`config.mk`:
```
export PLATFORM = sky130hd
export DESIGN_NAME = decode_ibuf
export DESIGN_NICKNAME = d
export VERILOG_FILES = /design/src/rtl/decode_ibuf.sv
export SDC_FILE = /design/constraint.sdc
export NUM_CORES = 1
export LEC_CHECK = 0
export BUFFER_PORTS_ARGS = -buffer_cell sky130_fd_sc_hd__buf_2
export CORE_UTILIZATION = 59
export CTS_CLUSTER_DIAMETER = 50
export CTS_CLUSTER_SIZE = 14
export DETAILED_ROUTE_END_ITERATION = 10
export PLACE_DENSITY_LB_ADDON = 0.12
export REMOVE_ABC_BUFFERS = 1
export SYNTH_ARGS = -nofsm -noshare
export SYNTH_HDL_FRONTEND = slang
export SYNTH_SLANG_ARGS = --single-unit
```
`constraint.sdc`:
```
create_clock -name clk_core -period 8.5 [get_ports clk_core]
set_input_delay 0.425 -clock clk_core [delete_from_list [all_inputs] [get_ports clk_core]]
set_output_delay 0.425 -clock clk_core [all_outputs]
set_load 0.02 [all_outputs]
```
`src/rtl/decode_ibuf.sv`:
```
// Instruction buffer between fetch1 and decode: a DEPTH-entry circular queue of
// {exc, pc, insn} with pre-decoded branch/JAL hints. Optional macro DECODE_IBUF_BYPASS_EN.
module decode_ibuf #(
  parameter int DEPTH       = 4,
  parameter int STALL_SLACK = 1
) (
  input  logic                   clk_core,
  input  logic                   reset_n,
  input  logic                   fe1_valid,
  input  logic                   fe1_exc,
  input  logic [31:2]            fe1_pc,
  input  logic [31:0]            fe1_insn,
  output logic                   ibuf_stall,
  input  logic                   flush,
  input  logic                   de_stall,
  output logic                   ibuf_valid,
  output logic                   ibuf_exc,
  output logic [31:2]            ibuf_pc,
  output logic [31:0]            ibuf_insn,
  output logic                   ibuf_br_back,
  output logic                   ibuf_jal,
  output logic [$clog2(DEPTH):0] ibuf_count,
  output logic                   ibuf_overflow
);
  localparam int AW = $clog2(DEPTH);
  localparam int CW = AW + 1;
  localparam logic [CW-1:0] DEPTH_C  = CW'(DEPTH);
  localparam logic [CW-1:0] STALL_TH = CW'(DEPTH - STALL_SLACK);

  logic          exc_q  [DEPTH];
  logic [31:2]   pc_q   [DEPTH];
  logic [31:0]   insn_q [DEPTH];
  logic          br_q   [DEPTH];
  logic          jal_q  [DEPTH];

  logic [AW-1:0] rd_ptr_q, rd_ptr_d;
  logic [AW-1:0] wr_ptr_q, wr_ptr_d;
  logic [CW-1:0] count_q, count_d;
  logic          ovf_q, ovf_d;

  logic stored_valid, full, push, pop, bypass_take, push_acc;
  logic fe1_br_back, fe1_jal;

  // Hints are suppressed on faulted fetches so decode never redirects on garbage.
  assign fe1_br_back = ~fe1_exc & (fe1_insn[6:0] == 7'b1100011) & fe1_insn[31];
  assign fe1_jal     = ~fe1_exc & (fe1_insn[6:0] == 7'b1101111);

  always_comb begin
    stored_valid = (count_q != '0);
    full         = (count_q == DEPTH_C);
    push         = fe1_valid & ~flush;
    pop          = stored_valid & ~de_stall & ~flush;
    bypass_take  = 1'b0;
`ifdef DECODE_IBUF_BYPASS_EN
    bypass_take  = ~stored_valid & push & ~de_stall;
`endif
    push_acc     = push & ~bypass_take & (~full | pop);

    rd_ptr_d = rd_ptr_q;
    wr_ptr_d = wr_ptr_q;
    count_d  = count_q;
    ovf_d    = ovf_q | (push & full & ~pop);
    if (flush) begin
      rd_ptr_d = '0;
      wr_ptr_d = '0;
      count_d  = '0;
    end else begin
      if (pop)      rd_ptr_d = rd_ptr_q + AW'(1);
      if (push_acc) wr_ptr_d = wr_ptr_q + AW'(1);
      count_d = count_q + CW'(push_acc) - CW'(pop);
    end
  end

  always_ff @(posedge clk_core or negedge reset_n) begin
    if (!reset_n) begin
      rd_ptr_q <= '0;
      wr_ptr_q <= '0;
      count_q  <= '0;
      ovf_q    <= 1'b0;
    end else begin
      rd_ptr_q <= rd_ptr_d;
      wr_ptr_q <= wr_ptr_d;
      count_q  <= count_d;
      ovf_q    <= ovf_d;
    end
  end

  // Storage needs no reset: entries are only observable while count covers them.
  always_ff @(posedge clk_core) begin
    if (push_acc) begin
      exc_q[wr_ptr_q]  <= fe1_exc;
      pc_q[wr_ptr_q]   <= fe1_pc;
      insn_q[wr_ptr_q] <= fe1_insn;
      br_q[wr_ptr_q]   <= fe1_br_back;
      jal_q[wr_ptr_q]  <= fe1_jal;
    end
  end

  always_comb begin
    ibuf_valid   = 1'b0;
    ibuf_exc     = 1'b0;
    ibuf_pc      = '0;
    ibuf_insn    = '0;
    ibuf_br_back = 1'b0;
    ibuf_jal     = 1'b0;
    if (stored_valid) begin
      ibuf_valid   = 1'b1;
      ibuf_exc     = exc_q[rd_ptr_q];
      ibuf_pc      = pc_q[rd_ptr_q];
      ibuf_insn    = insn_q[rd_ptr_q];
      ibuf_br_back = br_q[rd_ptr_q];
      ibuf_jal     = jal_q[rd_ptr_q];
    end
`ifdef DECODE_IBUF_BYPASS_EN
    else if (push) begin
      ibuf_valid   = 1'b1;
      ibuf_exc     = fe1_exc;
      ibuf_pc      = fe1_pc;
      ibuf_insn    = fe1_insn;
      ibuf_br_back = fe1_br_back;
      ibuf_jal     = fe1_jal;
    end
`endif
  end

  assign ibuf_stall    = (count_q >= STALL_TH);
  assign ibuf_count    = count_q;
  assign ibuf_overflow = ovf_q;

endmodule

```
==> summary.txt <==
initial antenna violation count: 2
post-synth top area share: 0.7534
Peak Freq: 286.5 MHz
Initial Utilization: 0.6013
placed standard-cell area: 0.01122 sq mm
CP Max Fanout: 44
nets@finish: 692
Global Route met1 Usage: 0.2804
WL/cell: 21.78 um
Worst Clk Skew: 0.01223 ns
Tcrit/Tclk final: 0.4106
Die Wd: 134.5 um
buffers added on ports: 138
worst-skew pair later-pin latency: 0.52 ns
Register Area: 0.008013 sq mm
critical path arrival: 3.07 ns
total CTS buffers: 26
Post-Route WL: 18.67 mm
Synth Area in XOR/XNOR: 0.0008451
P&R area growth vs syn: 16.54%
final hold violations: 0
via count: 4896
CTS Buffer Depth: 3
grt peak-use layer: met2
mux contribution to synthesized area: 0.1423
DP Wirelength: 10.35 mm
Syn Inst Count: 470
Yosys top cell by area: edfxtp_1
Crit Path Class: reg -> out
Max IR drop VDD: 0.2422 mV
synth top area cells: edfxtp_1, mux4_2, and2_1
sequential cell area fraction in the yosys report: 0.7727
DRT iter0 DRCs: 294
CTS resizes: 0
Post-Layout Inst Area: 0.01208 sq mm
met3 Use GR: 0.04279
Hold Crit Class: in -> reg
CTS tree: built
Leak: 4.176 nW
Setup crit end kind: output port
number of filler cells placed in the layout: 1097
first-pass GRT wire length: 29.08 mm
maxcap violations: 0
share of layout cells above drive strength 1: 0.4022
Finish-stage setup viols: 0
number of global-route vias before repair: 5387
io pins: 139
num rows: 48
Post-DRT Antenna Nets: 0
area of the multi-input gates: 0.002182 sq mm
largest net degree at the start of global routing: 67
post-synthesis compound-gate area fraction: 0.004226
largest family of logic cells by synthesized area: multiplexers
Final Slew Violations: 0
Post-CTS Setup Bufs: 0
synth warn: 0
clock-pin slew on the worst setup and hold paths: 0.06 ns
PwrDens: 289.5 mW/mm^2
CP startpoint kind: flip-flop
DRC errors left: 0
clock sink count: 268
required time worst endpoint: 8.08 ns
Rel. slew slack: 0.2582
height of the die: 134.5 um
Initial DRT Pass Iterations: 4
H-tree Lvls: 1
RSZ-0062 raised after global routing: no
setup_tns: 0 ns
Mean Syn Cell Area: 22.05 sq um
total global-route track usage: 0.2167
die area: 0.01810 sq mm
Mapped Area: 0.01036 sq mm
Via density: 5.713
Distinct cells, synth: 29
met2 Use GR: 0.3780
GP Congestion: 0.7102
status: complete, no violations
adder-cell share of the synthesized area: 0.01038
slew at the pin closest to its max-slew limit: 1.113 ns
synthesis-stage register bit count: 268
crit path time final: 3.490 ns
Core Area: 0.01724 sq mm
Post-Synth Simple-Gate Area: 0.05179
Worst Hold Slack: 0.1158 ns
grt ovf: 0
clock root buffer: clkbuf_16
[registers in the layout, indices dropped and copies added, names as in the netlist]
name           count
br_q               4
exc_q              4
ibuf_count         3
ibuf_overflow      1
insn_q           128
jal_q              4
pc_q             120
rd_ptr_q           2
wr_ptr_q           2
[routing by layer]
| layer | vias up | wire length (um) |
|---|---|---|
| li1 | 2191 | - |
| met1 | 2562 | 7538 |
| met2 | 117 | 9784 |
| met3 | 26 | 1047 |
| met4 | 0 | 295 |
| met5 | - | 0 |
[layout make-up]
type	instances	area share
inverter	9	0.002797
antenna	3	0.0006216
clock buffer	31	0.05801
multi-input combinational	170	0.1807
tap	225	0.02331
clock inverter	10	0.01191
timing repair buffer	141	0.05926
sequential	268	0.6634
[timing repair]
item,CTS,global route
hold buffers,1,0
endpoints found under the hold margin,8,0
setup endpoints to repair,0,0
[cells in the final DEF (no fill, tap or decap), types with 4 or more instances in the layout]
cell	instances
dfrtp_1	6
mux4_2	65
and2_1	65
o21ai_0	4
clkbuf_16	27
nor2_1	4
ha_1	7
buf_2	138
edfxtp_1	260
inv_1	8
and2_4	4
[cell usage after synthesis (all sizes together)]
cell type and instances:
a21oi 3, a31o 1, and2 69, and4bb 1
buf 15, clkbuf 8, dfrtp 8, edfxtp 260
fa 1, ha 7, inv 9, mux2 1
mux4 65, nand2 2, nand2b 1, nand3 1
nor2 4, nor2b 1, nor3 3, nor4b 1
nor4bb 1, o21ai 4, or3 3, xor2 1
[worst max-delay path, stage by stage (launching register included)]
cell	delay [ns]
dfrtp_4	0.77
buf_4	0.81
mux4_2	0.62
and2_1	0.18
buf_2	0.16
[final timing paths]
| check | start | endpoint | slack [ns] | cells after the start |
|---|---|---|---|---|
| worst max-delay path | rd_ptr_q[0] | ibuf_insn[2] | 5.01 | 4 |
| worst min-delay path | fe1_pc[18] | pc_q[3][16] | 0.12 | 1 |
| worst max register to register | ibuf_count[1] | ibuf_count[2] | 5.87 | 10 |
| worst min register to register | ibuf_overflow | ibuf_overflow | 0.47 | 1 |
| max in group asynchronous | reset_n | rd_ptr_q[0] | 8.01 | 2 |
| min in group asynchronous | reset_n | ibuf_overflow | 0.29 | 2 |
[through the flow]
stage          cells    util  total power, mW  setup slack (ns)
2_1_floorplan    447       -            2.122             4.570
3_3_place_gp     812  0.6507            2.383             5.456
3_5_place_dp     812  0.6507            2.397             5.447
4_1_cts          854  0.7003            3.532             4.886
5_1_grt          854  0.7003            3.640             4.748
6_report         857  0.7007            3.497             5.010
[power by group]
group | total [mW] | switching (mW) | internal (mW)
registers | 1.56 | 0.0407 | 1.51
logic | 0.800 | 0.475 | 0.325
clock network | 1.14 | 0.465 | 0.677
total | 3.50 | 0.980 | 2.52
[logic make-up (layout without fill, tap and decap cells)]
logic type	count (synthesis)	in the layout
other	0	3
DFF	268	268
adders and majority gates	8	8
and+or+nand+nor	87	87
AOI/OAI and AO/OA	8	8
buffers and inverters	32	191
xor gates and xnor gates	1	1
muxes	66	66
Power figures use the tool's default switching activity.
